<file path="config.mk">
export PLATFORM = sky130hd
export DESIGN_NAME = alu_ctrl_seq
export DESIGN_NICKNAME = d
export VERILOG_FILES = /design/src/rtl/alu_ctrl_seq.sv
export SDC_FILE = /design/constraint.sdc
export NUM_CORES = 1
export LEC_CHECK = 0
export CORE_MARGIN = 4
export CORE_UTILIZATION = 56
export CTS_CLUSTER_DIAMETER = 50
export DETAILED_ROUTE_END_ITERATION = 12
export HOLD_SLACK_MARGIN = 0.12
export PLACE_DENSITY = 0.78
export SYNTH_ARGS = -nofsm -noshare
export SYNTH_HDL_FRONTEND = slang
export SYNTH_SLANG_ARGS = --single-unit
</file>
<file path="constraint.sdc">
create_clock -name clk -period 4.4 [get_ports clk]
set_input_delay 0.66 -clock clk [delete_from_list [all_inputs] [get_ports clk]]
set_output_delay 0.66 -clock clk [all_outputs]
set_load 0.1 [all_outputs]
</file>
<file path="src/rtl/alu_ctrl_seq.sv">
// ALU control decoder with a sequential shift-add multiplier / restoring divider.
// Define ALU_MD_SIGNED_EN for two's-complement mult/div; the default build is unsigned.
module alu_ctrl_seq #(
  parameter int WIDTH = 32
) (
  input  logic             clk,
  input  logic             rst_n,
  input  logic             in_valid,
  output logic             in_ready,
  input  logic [1:0]       alu_op,
  input  logic [5:0]       funct,
  input  logic [WIDTH-1:0] op_a,
  input  logic [WIDTH-1:0] op_b,
  output logic [3:0]       alu_ctrl,
  output logic             ctrl_valid,
  output logic             md_busy,
  output logic             md_done,
  output logic [WIDTH-1:0] hi,
  output logic [WIDTH-1:0] lo
);

  localparam int CW = $clog2(WIDTH + 1);

  typedef enum logic [1:0] {IDLE = 2'd0, MUL = 2'd1, DIV = 2'd2, DONE = 2'd3} state_t;

  state_t             state, state_next;
  logic [CW-1:0]      count;
  logic [WIDTH-1:0]   acc_hi, acc_lo, mcand;
  logic               accept, is_mul, is_div, last;
  logic [WIDTH:0]     mul_sum, div_shift, div_diff;
  logic               div_ge;
  logic [WIDTH-1:0]   mul_hi_nx, mul_lo_nx, div_rem_nx, div_quo_nx;
  logic [2*WIDTH-1:0] prod_fin;
  logic [WIDTH-1:0]   quo_fin, rem_fin, dz_hi, a_mag, b_mag;

  function automatic logic [3:0] decode(input logic [1:0] op, input logic [5:0] fn);
    logic [3:0] code;
    code = 4'b0000;
    case (op)
      2'b00: code = 4'b0010;
      2'b01: code = 4'b0110;
      2'b10: begin
        case (fn)
          6'b100100: code = 4'b0000;
          6'b100101: code = 4'b0001;
          6'b100000: code = 4'b0010;
          6'b100110: code = 4'b0100;
          6'b011000: code = 4'b0101;
          6'b100010: code = 4'b0110;
          6'b101010: code = 4'b0111;
          6'b000000: code = 4'b1000;
          6'b000010: code = 4'b1001;
          6'b000011: code = 4'b1010;
          6'b011010: code = 4'b1011;
          6'b100111: code = 4'b1100;
          default:   code = 4'b0000;
        endcase
      end
      default: code = 4'b0000;
    endcase
    return code;
  endfunction

  assign md_busy  = (state != IDLE);
  assign md_done  = (state == DONE);
  assign in_ready = !md_busy;
  assign accept   = in_valid && in_ready;
  assign is_mul   = (alu_op == 2'b10) && (funct == 6'b011000);
  assign is_div   = (alu_op == 2'b10) && (funct == 6'b011010);
  assign last     = (count == CW'(1));

  // One shift-add step: acc_hi is the running upper half, acc_lo the remaining multiplier bits.
  assign mul_sum   = {1'b0, acc_hi} + (acc_lo[0] ? {1'b0, mcand} : {(WIDTH+1){1'b0}});
  assign mul_hi_nx = mul_sum[WIDTH:1];
  assign mul_lo_nx = {mul_sum[0], acc_lo[WIDTH-1:1]};

  // One restoring step: acc_hi is the partial remainder, acc_lo shifts dividend out and quotient in.
  assign div_shift  = {acc_hi, acc_lo[WIDTH-1]};
  assign div_diff   = div_shift - {1'b0, mcand};
  assign div_ge     = (div_shift >= {1'b0, mcand});
  assign div_rem_nx = div_ge ? div_diff[WIDTH-1:0] : div_shift[WIDTH-1:0];
  assign div_quo_nx = {acc_lo[WIDTH-2:0], div_ge};

`ifdef ALU_MD_SIGNED_EN
  logic neg_q, neg_r;

  assign a_mag    = op_a[WIDTH-1] ? -op_a : op_a;
  assign b_mag    = op_b[WIDTH-1] ? -op_b : op_b;
  assign prod_fin = neg_q ? -{mul_hi_nx, mul_lo_nx} : {mul_hi_nx, mul_lo_nx};
  assign quo_fin  = neg_q ? -div_quo_nx : div_quo_nx;
  assign rem_fin  = neg_r ? -div_rem_nx : div_rem_nx;
  assign dz_hi    = neg_r ? -acc_lo : acc_lo;

  // Result sign flags captured with the operands.
  always_ff @(posedge clk) begin
    if (!rst_n) begin
      neg_q <= 1'b0;
      neg_r <= 1'b0;
    end else if (accept && (is_mul || is_div)) begin
      neg_q <= op_a[WIDTH-1] ^ op_b[WIDTH-1];
      neg_r <= op_a[WIDTH-1];
    end else begin
      neg_q <= neg_q;
      neg_r <= neg_r;
    end
  end
`else
  assign a_mag    = op_a;
  assign b_mag    = op_b;
  assign prod_fin = {mul_hi_nx, mul_lo_nx};
  assign quo_fin  = div_quo_nx;
  assign rem_fin  = div_rem_nx;
  assign dz_hi    = acc_lo;
`endif

  // Engine next-state logic.
  always_comb begin
    state_next = state;
    case (state)
      IDLE: begin
        if (accept && is_mul)      state_next = MUL;
        else if (accept && is_div) state_next = DIV;
        else                       state_next = IDLE;
      end
      MUL:     state_next = last ? DONE : MUL;
      DIV:     state_next = (last || (mcand == {WIDTH{1'b0}})) ? DONE : DIV;
      DONE:    state_next = IDLE;
      default: state_next = IDLE;
    endcase
  end

  // State, decode output and mult/div datapath registers.
  always_ff @(posedge clk) begin
    if (!rst_n) begin
      state      <= IDLE;
      alu_ctrl   <= 4'b0000;
      ctrl_valid <= 1'b0;
      count      <= {CW{1'b0}};
      acc_hi     <= {WIDTH{1'b0}};
      acc_lo     <= {WIDTH{1'b0}};
      mcand      <= {WIDTH{1'b0}};
      hi         <= {WIDTH{1'b0}};
      lo         <= {WIDTH{1'b0}};
    end else begin
      state      <= state_next;
      ctrl_valid <= accept;
      if (accept) alu_ctrl <= decode(alu_op, funct);
      else        alu_ctrl <= alu_ctrl;
      case (state)
        IDLE: begin
          if (accept && (is_mul || is_div)) begin
            count  <= CW'(WIDTH);
            acc_hi <= {WIDTH{1'b0}};
            acc_lo <= a_mag;
            mcand  <= b_mag;
          end
        end
        MUL: begin
          acc_hi <= mul_hi_nx;
          acc_lo <= mul_lo_nx;
          count  <= count - CW'(1);
          if (last) {hi, lo} <= prod_fin;
        end
        DIV: begin
          if (mcand == {WIDTH{1'b0}}) begin
            count <= {CW{1'b0}};
            hi    <= dz_hi;
            lo    <= {WIDTH{1'b1}};
          end else begin
            acc_hi <= div_rem_nx;
            acc_lo <= div_quo_nx;
            count  <= count - CW'(1);
            if (last) begin
              hi <= rem_fin;
              lo <= quo_fin;
            end
          end
        end
        default: count <= count;
      endcase
    end
  end

endmodule

</file>
# Yosys cells after proc, flatten, opt, wreduce, memory -nomap -nowiden
# Index checks and enable logic that the tools add are counted.
[word_totals]
register_bits = 173
elab_cells = 79
output_inout_bits = 72
[classes]
eq_ne = 20
n_mux = 26
magnitude_cmp = 1
n_addsub = 3
reduce_logical = 20
[op_table]
columns = ["operator", "n"]
rows = [
  ["32-bit two-way mux", 12],
  ["32-bit case mux with 3 select lines", 2],
  ["32-bit case mux with 2 select lines", 2],
  ["4-bit case mux with 11 select lines", 1],
  ["6-bit == test (second input constant)", 6],
  ["32-bit by 32-bit adder with 33-bit output", 1],
  ["33-bit by 32-bit >= comparator with 1-bit output", 1],
  ["32-bit zero test", 1],
  ["32-bit subtractor", 1],
  ["6-bit case mux with 3 select lines", 1],
  ["6-bit by 2-bit == test with 1-bit output (second input constant)", 2],
  ["6-bit by 5-bit == test with 1-bit output (second input constant)", 2],
  ["6-bit two-way mux", 2],
  ["4-bit case mux with 3 select lines", 1],
  ["2-bit case mux with 4 select lines", 1],
  ["2-bit == test (second input constant)", 3],
  ["6-bit by 1-bit == test with 1-bit output (second input constant)", 1],
  ["1-bit logical AND", 6],
  ["6-bit zero test", 1],
  ["2-bit two-way mux", 3],
  ["2-bit != test (second input constant)", 3],
  ["3-bit AND reduction", 2],
  ["6-bit by 1-bit subtractor with 6-bit output (second input constant)", 1],
  ["2-bit by 1-bit == test with 1-bit output (second input constant)", 2],
  ["other kinds (8)", 12],
]

# Longest topological paths before layout
# Gate-level depths: netlist of run 1.
[logic_depth]
depth_word = 7
ltp_mapped = 14
ltp_nobuf = 13

# Least setup slack after synthesis of run 1
# Ideal clock, no wire load.
[synth_path]
kind = "register -> register"
from = "register state[0]"
to = "register acc_hi[19]"
arrival_ps = 3252
path_stages_with_launch = 10
path_buffers = 1
slack_ps = 1026
synth_period_minus_slack_ps = 3374
t_required_ps = 4278
setup_time_ps = 122
cell_sequence = "dfxtp_1 -> inv_1 -> ha_1 -> inv_1 -> o21ai_1 -> nor3b_1 -> nand3_1 -> clkbuf_1 -> nor2_1 -> a221o_1"
[synth_between]
elab_chain_cells = 6
[synth_rtl]
columns = ["item", "line_no", "text"]
rows = [
  ["from (decl)", "26", "state_t state, state_next;"],
  ["from (signal assigned)", "145", "state <= state_next;"],
  ["2-bit nonzero test", "64", "assign md_busy = (state != IDLE);"],
  ["1-bit zero test", "66", "assign in_ready = !md_busy;"],
  ["named net in_ready", "9", "output logic in_ready,"],
  ["1-bit logical AND", "67", "assign accept = in_valid && in_ready;"],
  ["1-bit logical AND", "151", "if (accept && (is_mul || is_div)) begin"],
  ["2-bit != test (no line)", "n/a", ""],
  ["3-bit AND reduction (no line)", "n/a", ""],
  ["to (signal assigned)", "153", "acc_hi <= {WIDTH{1'b0}};"],
  ["to (signal assigned)", "159", "acc_hi <= mul_hi_nx;"],
  ["to (signal assigned)", "170", "acc_hi <= div_rem_nx;"],
  ["to (decl)", "28", "logic [WIDTH-1:0] acc_hi, acc_lo, mcand;"],
]
# The timed path passes the listed nets, and every way through them passes these cells.
# A chain may end at the register's enable or synchronous reset.

# Worst setup path in the final report of run 1
[layout_path]
from = "register acc_lo[0]"
to = "register acc_hi[31]"
[layout_between]
elab_chain_cells = 3
[layout_rtl]
columns = ["item", "line_no", "text"]
rows = [
  ["from (decl)", "28", ""],
  ["from (signal assigned)", "140", "acc_lo <= {WIDTH{1'b0}};"],
  ["from (signal assigned)", "154", "acc_lo <= a_mag;"],
  ["from (signal assigned)", "160", "acc_lo <= mul_lo_nx;"],
  ["32-bit two-way mux", "73", "assign mul_sum = {1'b0, acc_hi} + (acc_lo[0] ? {1'b0, mcand} : {(WIDTH+1){1'b0}});"],
  ["32-bit by 32-bit adder with 33-bit output", "73", ""],
  ["32-bit case mux with 3 select lines", "149", "case (state)"],
]
# Every way passes these cells.

==> results of run 1 <==
report_power, final:
part           internal, mW  total, mW  switching [mW]
logic                 0.103      0.242           0.139
registers              1.57       1.57         0.00450
clock network         0.790       1.62           0.830
total                  2.46       3.43           0.973
per-layer routing:
metal | vias to the layer above | share of wire [%] | track usage (%)
li1 | 5898 | - | -
met1 | 5905 | 44 | 49.1
met2 | 690 | 43 | 51.2
met3 | 89 | 9.9 | 7.15
met4 | 0 | 3.1 | 11.5
met5 | - | 0 | 0
placed cells by master, fill, tap and decap left out, drive strengths merged, types with 27 or more instances in the layout:
cell type,netlist,layout
nor3,53,53
o21ai,120,120
inv,57,64
xnor2,36,36
buf,11,27
dfxtp,173,173
a21oi,199,199
and2,46,46
nor2,147,147
a21o,34,34
a221oi,36,36
ha,70,70
clkdlybuf4s50,0,145
nand2,143,143
mux2i,46,46
stage by stage:
step / cells / hold slack, ns
6_report: 1942 / 0.484
5_1_grt: 1942 / 0.514
4_1_cts: 1942 / 0.482
3_5_place_dp: 1910 / 0.473
3_3_place_gp: 1910 / 0.443
2_1_floorplan: 1568 / 0.452
worst max-delay path by stage:
stage	slack (ns)	end
final	0.59	acc_hi[31]
after global routing	0.35	acc_hi[28]
after CTS	0.68	acc_hi[31]
after detailed placement	0.75	acc_hi[24]
after global placement	0.73	acc_hi[24]
after floorplan	1.03	acc_hi[19]
worst max-delay path, delay by kind of cell, from the launching register on:
| kind | cells | cell delay (ns) |
|---|---|---|
| AO/OA/AOI/OAI | 6 | 1.55 |
| adder cells (fa/ha/maj) | 2 | 0.55 |
| AND/OR/NAND/NOR | 4 | 0.65 |
| buffers and inverters | 1 | 0.06 |
| flip-flops | 1 | 0.89 |
flip-flops by register name (all words and copies together), names as in the netlist:
signal and cells:
acc_hi 32, acc_lo 32, alu_ctrl 4, count 6
ctrl_valid 1, hi 32, lo 32, mcand 32
state 2
area by class of cell:
class                      instances  area (sq um)  share of cell area [%]
clock buffer                      17           425                    3.00
multi-input combinational       1232          7850                    55.4
inverter                          58           218                    1.54
sequential                       173          3460                    24.4
tap                              275           344                    2.43
timing repair buffer             172          1660                    11.7
clock inverter                    15           208                    1.47
logic make-up after synthesis:
logic type / Yosys count
fa+ha+maj: 72
flops: 173
compound gates: 552
simple gates: 491
mux: 56
xor+xnor: 61
buf+inv: 163
==> results.md, run 1 <==
- Status: completed
- Transition time of the tightest slew-check pin: about 1.1 ns
- Core Util, Final: about two thirds
- Final hold violations: 0
- Cell area power density: roughly 240 nW/um^2
- Pins Over Slew Limit: 0
- Mux cell area share after synthesis: 4.84%
- Synth warnings: 0
- Standard-cell rows: 53
- Yosys top cell by area: dfxtp_1
- Syn_area_per_cell: roughly 7.6 sq um
- Die Span X: roughly 150 um
- Combinational family with the most area after synthesis: compound AO/OA/AOI/OAI gates
- Number of DRC markers in iteration 0: 1367
- Final min period: about 3.8 ns
- Leakage power: ~5.5 nW
- Startpoint types: flip-flop
- Placer Congestion: roughly 0.94
- Overflow after GRT: 0
- Sequential area share after synthesis: 29.0%
- Pre-CTS WS: around 0.75 ns
- Mapped cell area: about 12000 sq um
- Final HPWL DP: between 30000 and 40000 um
- DRT antenna net count: 0
- Drt first pass iters: 5
- Post-Synth Simple-Gate Area: 19.4%
- Total number of vias: between 10000 and 15000
- CTS tree: done
- Root buf cell: clkbuf_16
- Final nets: ~1800
- Area share of the largest cell type after synthesis: roughly 29%
- H-tree depth: 4
- RSZ-0062 raised after global routing: false
- Vias in the first global route: ~12000
- Worst setup startpoint: acc_lo[0]
- Synth cell types: 75
- Peak supply drop: approximately 0.00024 V
- Initial antenna violation count: 0
- Final wirelength: approximately 41000 um
- Vias/cell: 6.48
- Post-synth EDFFs: 0
- I/O Pins: 147
- Synthesis-stage register bit count: 173
- First-pass GRT wire length: between 60000 and 70000 um
- N_diodes: 0
- WHS Endpoint: alu_ctrl[0]
- Largest cells by area after synthesis: dfxtp_1 (29%), a21oi_1 (8.3%), ha_1 (7.3%)
- HP Start: alu_ctrl[0]
- Synth cell count leaders: a21oi_1 (199), dfxtp_1 (173), nor2_1 (147), nand2_1 (142), o21ai_0 (117)
- Core area: 21000 sq um
- Final setup TNS: 0 ns
- PostCTS Resize Cnt: 0
- Slowest cell on crit path: dfxtp_1
- CP arrival: 4.15 ns
- Area after DPL: around 14000 sq um
- Syn nets: 1715
- Crit Path Class: flip-flop to flip-flop
- XOR/XNOR Fraction of Synth Area: 4.48%
- Reg2reg path depth: 13
- Fin worst setup slack: between 0.5 and 0.6 ns
- Largest net degree at the start of global routing: around 100
- Num CTS Buffers: 17
- Max-slew headroom: 29.5%
- CP required: 4.75 ns
- Reg clk slew, reported paths: about 0.08 ns
- WL per Instance: between 20 and 25 um
- Final period utilization: between 80% and 90%
- Clk sinks: around 170
- Post-synthesis adder-cell area fraction: 7.68%
- Die footprint: roughly 24000 sq um
- Total GRT Usage: about a third
- Clock Latency Late Sink: ~0.45 ns
- CP peak stage delay: ~0.89 ns
- CP cell instances: and2_1 -> ha_1 -> inv_1 -> fa_1 -> nand2b_1 -> a21oi_1 -> nor4_1 -> o21ai_0 -> a211o_1 -> a21oi_1 -> o21ai_0 -> nand2_1 -> a211oi_1
- Hold Crit Class: flip-flop to flip-flop
- Area growth syn-to-layout: 18.8%
- Hold path depth: 2
- Most frequent cell after synthesis: a21oi_1
- Worst r2r dst: acc_hi[31]
- Final setup fails: 0
- Max-Cap Viols: 0
- I/O Buffers: 146
- Crit Path Max Fanout: 25
- Clock tree buffer depth: 2
- R2R Path Start: acc_lo[0]
- F_max: about 260 MHz
- Hold buffers post-CTS: 0
- Final instance area: 14200 sq um
- Power, Total: ~3.4 mW
- Main synth FF type: dfxtp_1
- # DRC: 0
- Clk_skew: 0.0169 ns
- Post-CTS Setup Bufs: 0
- Filler cells: 1826
- Async S/R FF share, synth: 0%
- Crit end category: flip-flop
- Initial core utilization: between 50% and 60%
- Synth Area in Compound Gates: roughly 29%
- Synth Instances: 1568
- Layout cells sized above 1: under 10%
- Reg-to-reg slack, setup: roughly 0.6 ns
- Chip height: approximately 150 um
Note: power is estimated with default switching activity, not from simulation.
==> inputs of run 2 (changes only) <==
--- a/config.mk
+++ b/config.mk
@@ -16 +16,2 @@
 export SYNTH_SLANG_ARGS = --single-unit
+export TNS_END_PERCENT = 5
==> constraint.sdc (replaced) <==
create_clock -name clk -period 4.4 [get_ports clk]
set_input_delay 0.44 -clock clk [delete_from_list [all_inputs] [get_ports clk]]
set_output_delay 0.44 -clock clk [all_outputs]
set_load 0.1 [all_outputs]
==> run 2 against run 1 <==
- clock-buffer cell count unchanged
- sequential cell count unchanged
- critical path type unchanged
- largest power group is now sequential cells
- sequential power about the same
- largest cell class unchanged
- via count decreased by 0.45%
- combinational power about the same
- global-route usage about the same
- worst hold slack got worse by 0.029 ns
- first-iteration DRC count increased by 23%
==> results.md, run 2 (synthesis results as in run 1) <==
- Pre-CTS WS: between 0.6 and 0.7 ns
- H-tree depth: 4
- Total number of vias: around 13000
- Filler cells: around 1800
- Crit Path Class: flip-flop to flip-flop
- F_max: between 200 and 300 MHz
- Hold Crit Class: flip-flop to flip-flop
- Final wirelength: 42200 um
- Overflow after GRT: 0
- Clk_skew: roughly 0.011 ns
- Peak supply drop: around 0.00024 V
- I/O Buffers: between 100 and 150
- Clock Latency Late Sink: ~0.44 ns
- Reg2reg path depth: 13
- Leakage power: roughly 5.5 nW
- Drt first pass iters: 8
- Power, Total: between 3 and 4 mW
- Largest delay share family, worst path: compound AO/OA/AOI/OAI gates
- Crit Path Max Fanout: 20
- Startpoint types: flip-flop
- CTS tree: done
- Crit path capture: acc_hi[31]
- R2R Path Start: acc_lo[0]
- Status: completed
- Final period utilization: a little under nine tenths
- N_diodes: 0
- Critical path depth in cells: 13
- Vias/cell: ~6.5
- CP cell instances: and2_1 -> ha_1 -> inv_1 -> fa_1 -> nand2b_1 -> a21oi_1 -> nor4_1 -> o21ai_0 -> a211o_1 -> a21oi_1 -> o21ai_0 -> nand2_1 -> a211oi_1
- Most common cell after layout, fill and taps aside: a21oi_1
- P_sw: 0.928 mW
- Reg clk slew, reported paths: roughly 0.08 ns
- Clock tree buffer depth: 2
- CP arrival: 4.16 ns
- Reg-to-reg slack, setup: roughly 0.60 ns
- Max-Cap Viols: 0
- First-pass GRT wire length: about 66000 um
- Max-slew headroom: between 30 and 40%
- Final min period: ~3.8 ns
- Hold buffers post-CTS: 0
- Sw Ratio: approximately 28%
- Logic pwr share: 7.2%
- Post-CTS Setup Bufs: 0
- Int Power: between 2 and 2.5 mW
- RSZ-0062 raised after global routing: false
- Final HPWL DP: slightly above 30000 um
- HP Start: alu_ctrl[0]
- Core area: 21000 sq um
- Slowest cell on crit path: dfxtp_1
- Worst hold slack: around 0.45 ns
- Placer Congestion: just under 1
- Final setup TNS: 0 ns
- WL per Instance: around 22 um
- I/O Pins: 147
- CP required: around 4.8 ns
- Num CTS Buffers: 17
- Final nets: 1801
- Worst setup startpoint: acc_lo[0]
- Clk sinks: ~170
- Die footprint: 23700 sq um
- Standard-cell rows: 53
- Crit end category: flip-flop
- Final setup fails: 0
- Largest net degree at the start of global routing: 63
- Initial core utilization: a little under three fifths
- Transition time of the tightest slew-check pin: 1.05 ns
- Root buf cell: clkbuf_16
- CP peak stage delay: approximately 0.77 ns
- Area growth syn-to-layout: 18.4%
- Total GRT Usage: 34.3%
- Layout cells sized above 1: 5.10%
- CP bufs+invs: 1
- Initial antenna violation count: 0
- DRT antenna net count: 0
- Chip height: between 150 and 200 um
- Number of DRC markers in iteration 0: 1684
- Worst r2r dst: acc_hi[31]
- PostCTS Resize Cnt: 0
- Vias in the first global route: approximately 12000
- Fin worst setup slack: roughly 0.6 ns
- Pins Over Slew Limit: 0
- Reg power frac: a little under half
- # DRC: 0
- Cell area power density: 238 nW/um^2
- Final hold violations: 0
- Most frequent cells in the layout: a21oi_1 (198), dfxtp_1 (173), nor2_1 (147)
- Die Span X: 154 um
- Clock power share: a little under half
run 2: cell types whose count changed in the layout (fill, tap and decap cells not counted), sizes merged:
cell      before  now
clkinvlp       0    1
clkinv         9    8
run 2: worst min path at each step:
stage                     slack [ns]  cells after the start     endpoint
after CTS                       0.45                      2  alu_ctrl[0]
after global placement          0.44                      2  alu_ctrl[0]
after floorplan                 0.45                      2    acc_hi[9]
after detailed placement        0.45                      2  alu_ctrl[0]
after global routing            0.47                      2  alu_ctrl[0]
final                           0.45                      2  alu_ctrl[0]
run 2: final cells by class:
class / instances / area, sq um / area share [%]
multi-input combinational: 1232 / 7850 / 55.6
inverter: 58 / 218 / 1.54
clock buffer: 17 / 425 / 3.01
clock inverter: 15 / 171 / 1.21
sequential: 173 / 3460 / 24.5
tap: 275 / 344 / 2.44
timing repair buffer: 172 / 1650 / 11.7
run 2: per-layer routing:
layer / track usage (%) / vias up / share of wire [%] / wire, um
met3: 8.70 / 84 / 9.9 / 4180
met5: 0 / - / 0 / 0
met2: 51.6 / 681 / 43 / 18300
met4: 9.08 / 0 / 2.5 / 1060
li1: - / 5901 / - / -
met1: 48.9 / 5860 / 44 / 18700
run 2: power by group through the flow:
stage,clock [mW],combinational [mW],sequential (mW)
detailed placement,0,0.236,1.61
global route,1.62,0.256,1.57
floorplan,0,0.100,1.63
CTS,1.55,0.238,1.57
finish,1.55,0.244,1.57
global placement,0,0.236,1.61
run 2: worst reg2reg max path: stages (launching register included):
cell	delay (ns)
dfxtp_1	0.77
and2_1	0.23
ha_1	0.17
inv_1	0.06
fa_1	0.39
nand2b_1	0.19
a21oi_1	0.28
nor4_1	0.14
o21ai_0	0.40
a211o_1	0.27
a21oi_1	0.15
o21ai_0	0.40
nand2_1	0.10
a211oi_1	0.19
run 2: metrics by stage:
step | cell area, sq um | util, % | std cells
2_1_floorplan | 11900 | - | 1568
3_3_place_gp | 13500 | 64.6 | 1910
3_5_place_dp | 13500 | 64.6 | 1910
4_1_cts | 14100 | 67.4 | 1942
5_1_grt | 14100 | 67.4 | 1942
6_report | 14100 | 67.4 | 1942
